$ cat src/rtl/apb_initiator.sv
// APB initiator: turns one cmd_valid/cmd_ready request into a single APB
// transfer (SETUP then ACCESS) and reports completion with a one-cycle rsp_valid.
module apb_initiator #(
    parameter int unsigned ADDR_WIDTH = 32,
    parameter int unsigned DATA_WIDTH = 32,
    parameter int unsigned TIMEOUT    = 255
) (
    input  logic                  clk,
    input  logic                  reset,
    input  logic                  cmd_valid,
    output logic                  cmd_ready,
    input  logic [ADDR_WIDTH-1:0] cmd_addr,
    input  logic [DATA_WIDTH-1:0] cmd_wdata,
    input  logic                  cmd_write,
    input  logic [3:0]            cmd_strb,
    output logic                  rsp_valid,
    output logic [DATA_WIDTH-1:0] rsp_rdata,
    output logic                  rsp_err,
    output logic                  rsp_timeout,
    output logic [ADDR_WIDTH-1:0] paddr,
    output logic [DATA_WIDTH-1:0] pdata,
    input  logic [DATA_WIDTH-1:0] prdata,
    output logic                  psel,
    output logic                  penable,
    output logic                  pwrite,
    output logic [3:0]            pstb,
    input  logic                  pready,
    input  logic                  perr
);

    localparam int unsigned CNT_W = 16;

    typedef enum logic [1:0] {
        IDLE   = 2'd0,
        SETUP  = 2'd1,
        ACCESS = 2'd2,
        RESP   = 2'd3
    } state_t;

    state_t           state;
    state_t           state_nxt;
    logic [CNT_W-1:0] wait_cnt;
    logic             accept;
    logic             timeout_hit;

    assign accept      = cmd_valid && cmd_ready;
    assign timeout_hit = (wait_cnt == CNT_W'(TIMEOUT));

    // State register
    always_ff @(posedge clk) begin
        if (reset) begin
            state <= IDLE;
        end else begin
            state <= state_nxt;
        end
    end

    // Next-state logic; pready takes priority over an expiring wait counter
    always_comb begin
        state_nxt = state;
        case (state)
            IDLE:    if (accept) state_nxt = SETUP;
            SETUP:   state_nxt = ACCESS;
            ACCESS:  if (pready || timeout_hit) state_nxt = RESP;
            RESP:    state_nxt = IDLE;
            default: state_nxt = IDLE;
        endcase
    end

    // Output decode from the registered state
    always_comb begin
        cmd_ready = 1'b0;
        psel      = 1'b0;
        penable   = 1'b0;
        rsp_valid = 1'b0;
        case (state)
            IDLE:    cmd_ready = !reset;
            SETUP:   psel      = 1'b1;
            ACCESS: begin
                psel    = 1'b1;
                penable = 1'b1;
            end
            RESP:    rsp_valid = 1'b1;
            default: cmd_ready = 1'b0;
        endcase
    end

    // Request capture, ACCESS wait counter and response capture
    always_ff @(posedge clk) begin
        if (reset) begin
            paddr       <= '0;
            pdata       <= '0;
            pwrite      <= 1'b0;
            pstb        <= '0;
            wait_cnt    <= '0;
            rsp_rdata   <= '0;
            rsp_err     <= 1'b0;
            rsp_timeout <= 1'b0;
        end else begin
            if (accept) begin
                paddr  <= cmd_addr;
                pdata  <= cmd_wdata;
                pwrite <= cmd_write;
                pstb   <= cmd_strb;
            end

            if (state != ACCESS) begin
                wait_cnt <= '0;
            end else if (!pready) begin
                wait_cnt <= wait_cnt + CNT_W'(1);
            end

            if (state == ACCESS) begin
                if (pready) begin
                    rsp_rdata   <= pwrite ? '0 : prdata;
                    rsp_err     <= perr;
                    rsp_timeout <= 1'b0;
                end else if (timeout_hit) begin
                    rsp_rdata   <= '0;
                    rsp_err     <= 1'b1;
                    rsp_timeout <= 1'b1;
                end
            end
        end
    end

endmodule

$ cat config.mk
export PLATFORM = sky130hd
export DESIGN_NAME = apb_initiator
export DESIGN_NICKNAME = d
export VERILOG_FILES = /design/src/rtl/apb_initiator.sv
export SDC_FILE = /design/constraint.sdc
export NUM_CORES = 1
export LEC_CHECK = 0
export CAP_MARGIN = 20
export CORE_MARGIN = 2
export CORE_UTILIZATION = 47
export CTS_BUF_LIST = sky130_fd_sc_hd__clkbuf_8
export DETAILED_ROUTE_END_ITERATION = 16
export HOLD_SLACK_MARGIN = 0.12
export PLACE_DENSITY = 0.91
export SYNTH_ARGS = -nofsm -noshare
export SYNTH_HDL_FRONTEND = slang
export SYNTH_SLANG_ARGS = --single-unit
$ cat constraint.sdc
create_clock -name clk -period 4.6 [get_ports clk]
set_input_delay 0.92 -clock clk [delete_from_list [all_inputs] [get_ports clk]]
set_output_delay 0.92 -clock clk [all_outputs]
set_load 0.01 [all_outputs]
==> results of run 1 <==
path summary, 6_finish.rpt:
kind                            startpoint        end  slack [ns]  depth (start not counted)
worst max-delay path              state[0]    penable        1.65                          4
worst max register to register    state[0]   pdata[3]        2.49                          7
worst min-delay path             paddr[12]  paddr[12]        0.47                          2
worst min register to register   paddr[12]  paddr[12]        0.47                          2
synthesized netlist by cell type:
library cell	instances	area share [%]
a221oi_1	1	0.18
nand2b_1	106	14
clkbuf_1	27	2.1
nor2b_1	1	0.13
nor2b_2	1	0.18
nand2_1	73	5.7
and4_1	1	0.18
nand3_1	3	0.31
xnor2_1	4	0.73
xor2_1	5	0.92
inv_1	4	0.31
buf_2	11	1.2
buf_1	1	0.078
and4b_2	1	0.24
ha_1	5	1.3
and4_2	1	0.21
nor4b_1	1	0.18
mux2i_1	2	0.42
nand4_1	35	4.6
or3_1	6	0.79
o21ai_1	2	0.21
dfxtp_1	121	51
and2_1	1	0.13
nor2_1	12	0.94
o21a_2	1	0.18
and3_2	1	0.16
nand4_4	1	0.44
and3b_1	2	0.37
o21ai_0	106	11
and4_4	1	0.24
o21a_1	2	0.31
a21oi_1	7	0.73
buf_4	4	0.63
a31oi_1	1	0.13
nor4_1	1	0.13
worst max-delay path: stages, from the launching register on:
cell and delay, ns:
dfxtp_1 0.32, inv_1 0.13, ha_1 0.17, buf_4 0.35
clkdlybuf4s50_1 0.62
through the flow:
stage | std cells | cell area [um2]
finish | 893 | 7360
global route | 893 | 7360
CTS | 893 | 7360
detailed placement | 861 | 6940
global placement | 860 | 6920
floorplan | 552 | 4780
registers in the layout, summed over array words and instances (netlist names):
register     flops
paddr           32
rsp_rdata       32
pwrite           1
wait_cnt        16
pdata           32
rsp_timeout      1
state            2
pstb             4
rsp_err          1
per-layer routing:
layer | global-route usage (%) | wire length, um | vias up
li1 | - | - | 2242
met1 | 27.9 | 5320 | 2191
met2 | 43.6 | 7030 | 192
met3 | 9.48 | 1120 | 40
met4 | 11.8 | 450 | 0
met5 | 0 | 0 | -
cell families after synthesis:
group           Yosys count
compound gates          120
xor+xnor                  9
fa+ha+maj                 5
buf+inv                  47
flops                   121
mux                       2
simple gates            248
layout make-up:
| type | count | area, um2 |
|---|---|---|
| clock buffer | 18 | 248 |
| timing repair buffer | 219 | 2180 |
| tap | 133 | 166 |
| multi-input combinational | 384 | 2160 |
| clock inverter | 14 | 173 |
| inverter | 4 | 15.0 |
| fill | 713 | 2460 |
| sequential | 121 | 2420 |
power groups by stage:
| stage | sequential [mW] | clock [mW] | combinational (mW) |
|---|---|---|---|
| after floorplan | 1.36 | 0 | 0.278 |
| after global placement | 1.29 | 0 | 0.777 |
| after detailed placement | 1.30 | 0 | 0.802 |
| after CTS | 1.28 | 1.02 | 0.811 |
| after global routing | 1.30 | 1.06 | 0.870 |
| final | 1.28 | 1.00 | 0.804 |
cell usage in the layout, fill, tap and decap left out, types with 3 or more instances in the layout:
cell type	n
a21oi_1	7
buf_4	6
bufinv_16	3
clkbuf_8	18
clkdlybuf4s50_1	211
clkinvlp_4	5
dfxtp_1	121
ha_1	5
inv_1	4
nand2_1	73
nand2b_1	106
nand3_1	3
nand4_1	35
nor2_1	11
o21ai_0	106
or3_1	6
xnor2_1	4
xor2_1	5
==> flow_summary.yaml, run 1 <==
status:
  status: "completed"
floorplanning:
  initial_core_util_pct: 48.7
  die_h_um: 105
  rows: 36
  design.die.area_um2: 11000
  pin_count: 213
  die-width_um: 105
  core_um2: 9820
yosys:
  yosys.area_share.simple_pct: 28.8
  yosysWarnings: 0
  syn_area_per_cell_um2: 8.66
  synthAdderAreaFrac_pct: 1.31
  ys_ff_latch: 121
  synth_nets: 663
  syn-cell-area_um2: 4780
  synth_compound_area_share_pct: 12.9
  synth_cells: 552
  synthXorXnorAreaFrac_pct: 1.65
  yosysSeqAreaShare_pct: 50.7
  synth_top_family_by_area: "simple AND/OR/NAND/NOR gates"
  synthMuxAreaShare_pct: 0.419
  yosysUniqueCellTypes: 35
power_and_ir_drop:
  p_leak_nw: 2.57
  netSwitchingFraction_pct: 29.4
  p_sw_mw: 0.908
  clock_power_share_pct: 32.5
  sequentialPowerShare_pct: 41.5
  combPwrFrac_pct: 26.0
  peakVddDrop_uv: 262
  power.internal_mw: 2.18
  total_power_mw: 3.09
  cellPowerDensity_nw_per_um2: 419
grt:
  grt_pass1_vias: 4681
  grt_max_degree: 101
  grt_pass1_wl_mm: 22.5
  grt_antenna_before_repair: 0
  grt_overflow: 0
  grtUsageTotal_pct: 25.5
timing:
  holdWs_ns: 0.473
  fin_tns_setup_ns: 0
  max_slew_margin_pct: 43.2
  fmax_mhz: 339
  worst_slack_ns: 1.65
  slew_violations: 0
  period_needed_ns: 2.95
  rsz0062_at_grt: "no"
  fin_skew_ns: 0.00887
  tightest_slew_ns: 0.852
  final-setup-viol-count: 0
  hold_viol: 0
  period_share_pct: 64.1
placed_design:
  dp_slack_ns: 1.85
  place.gp.congestion: 0.800
  io_buffers: 212
  place_hpwl_mm: 9.55
critical_path:
  startpoint_type: "register"
  path_class: "register to output pin"
  end_kind: "output pin"
  cp_data_arrival_time_ns: 2.03
  cp_max_fo: 39
  required_ns: 3.68
drt:
  via_per_inst: 5.22
  routed_wl_mm: 13.9
  first_pass_iters: 4
  drt_iter0_drc: 202
  vias: 4665
  wl_per_cell_um: 15.6
  ant_nets: 0
  drcViolationCount: 0
clock_tree:
  cts.sinks: 121
  clk_latency_ns: 0.43
  cts_tree: "yes"
  cts_setup_buffers: 0
  hold_buffers: 0
  path_clk_slew_ns: 0.08
  clockBufferDepth: 2
  cts-root-buf: "clkbuf_8"
  post_cts_resized: 0
  htree_num_levels: 4
  numCtsBuffers: 17
layout:
  insertedDiodeCount: 0
  area_growth_pct: 53.9
  nets: 858
  fin_util_pct: 74.9
  layout-drive-gt1-share_pct: 6.45
run:
  maxCapViolCount: 0
worst_hold_path:
  hold_class: "register to register"
No activity file was read; power rests on OpenSTA's default activity.
==> run 2: changes to the inputs <==
Settings changed: CORE_UTILIZATION 47 to 43, PLACE_DENSITY 0.91 to 0.84.
Clock period 4.6 ns to 2.95 ns, I/O delays scaled along.
==> flow_summary.yaml, run 2 (same netlist as run 1, synthesis figures left out) <==
status:
  status: "completed"
timing:
  period_share_pct: 79.1
  fmax_mhz: 429
  tightest_slew_ns: 0.567
  hold_viol: 0
  rsz0062_at_grt: "no"
  holdWs_ns: 0.473
  period_needed_ns: 2.33
  max_slew_margin_pct: 62.2
  fin_skew_ns: 0.00756
  slew_violations: 0
  fin_tns_setup_ns: 0
  final-setup-viol-count: 0
layout:
  fin_util_pct: 67.2
  insertedDiodeCount: 0
  nets: 857
  largestRegisters: "paddr (32), pdata (32), rsp_rdata (32)"
  layout-drive-gt1-share_pct: 6.19
  final_cell_mix: "clkdlybuf4s50_1 (211), dfxtp_1 (121), nand2b_1 (106), o21ai_0 (106), nand2_1 (73)"
  fin_cells: 899
  seq_area_um2: 2420
  mostFrequentLayoutCell: "clkdlybuf4s50_1"
  postLayoutCellArea_um2: 7280
  area_growth_pct: 52.4
  multi_input_area_um2: 2160
  fill_cells: 897
placed_design:
  place_hpwl_mm: 8.92
  place.gp.congestion: 0.758
  dp_cells: 867
  io_buffers: 212
  place_area_um2: 6950
drt:
  wl_per_cell_um: 14.1
  routed_wl_mm: 12.7
  via_per_inst: 4.99
  ant_nets: 0
  drcViolationCount: 0
  first_pass_iters: 4
  vias: 4485
  drt_iter0_drc: 256
worst_hold_path:
  holdPathEnd: "pdata[3]"
  hold_class: "register to register"
  hp-start: "pdata[3]"
  holdPathStages: 2
floorplanning:
  die_h_um: 109
  core_um2: 10800
  pin_count: 213
  rows: 38
  design.die.area_um2: 12000
  initial_core_util_pct: 44.1
  die-width_um: 109
grt:
  grtUsageTotal_pct: 21.2
  grt_overflow: 0
  grt_antenna_before_repair: 0
  grt_max_degree: 139
  grt_pass1_vias: 4329
  grt_pass1_wl_mm: 20.2
clock_tree:
  path_clk_slew_ns: 0.07
  numCtsBuffers: 17
  cts.sinks: 121
  cts-root-buf: "clkbuf_8"
  clk_latency_ns: 0.43
  cts_tree: "yes"
  hold_buffers: 0
  cts_setup_buffers: 0
  post_cts_resized: 0
  clockBufferDepth: 2
  htree_num_levels: 4
critical_path:
  rr_startpoint: "state[0]"
  r2r_cells: 5
  end_kind: "output pin"
  crit_chain: "inv_1 > ha_1 > nor2b_2 > clkdlybuf4s50_1"
  r2r-end: "rsp_rdata[16]"
  startpoint_type: "register"
  crit_path_max_incr_delay_ns: 0.55
  cp_data_arrival_time_ns: 1.74
  path_class: "register to output pin"
  rrSetupSlack_ns: 1.09
  crit_slowest_cell: "clkdlybuf4s50_1"
  cp_max_fo: 4
  required_ns: 2.36
power_and_ir_drop:
  cellPowerDensity_nw_per_um2: 616
  p_leak_nw: 2.54
  peakVddDrop_uv: 420
run:
  maxCapViolCount: 0
run 2: final cells by class:
| type | count | area share [%] |
|---|---|---|
| Sequential cell | 121 | 33.3 |
| Timing Repair Buffer | 218 | 29.9 |
| Multi-Input combinational cell | 384 | 29.6 |
| Clock buffer | 17 | 3.21 |
| Tap cell | 140 | 2.40 |
| Clock inverter | 15 | 1.44 |
| Inverter | 4 | 0.206 |
run 2: report_power, final:
part / internal [mW] / total (mW) / switching [mW]
clock network: 0.576 / 1.26 / 0.683
logic: 0.670 / 1.24 / 0.569
registers: 1.87 / 1.99 / 0.125
total: 3.11 / 4.49 / 1.38
run 2: worst max-delay path by stage:
stage / start / to / slack (ns) / depth (start not counted)
floorplan: reset / paddr[11] / 1.26 / 8
global placement: pready / rsp_rdata[1] / 0.66 / 4
detailed placement: pready / rsp_rdata[30] / 0.61 / 4
CTS: state[0] / cmd_ready / 0.57 / 4
global route: state[0] / cmd_ready / 0.51 / 4
finish: state[0] / cmd_ready / 0.62 / 4
run 2: metal layers:
metal  up-vias  wire [um]  track usage [%]
met2       149       6310             35.5
met5         -          0                0
met3        18       1020             7.59
li1       2244          -                -
met4         0        207             7.14
met1      2074       5130             25.2
run 2: worst max-delay path: cells and delay by family (launching register included):
family	cells	cell delay, ns
simple gates	1	0.16
buf+inv	2	0.66
flops	1	0.32
fa+ha+maj	1	0.18
run 2: through the flow:
| step | power (mW) | setup WS (ns) |
|---|---|---|
| floorplan | 2.55 | 1.26 |
| global placement | 3.23 | 0.664 |
| detailed placement | 3.27 | 0.607 |
| CTS | 4.54 | 0.572 |
| global route | 4.73 | 0.506 |
| finish | 4.49 | 0.616 |
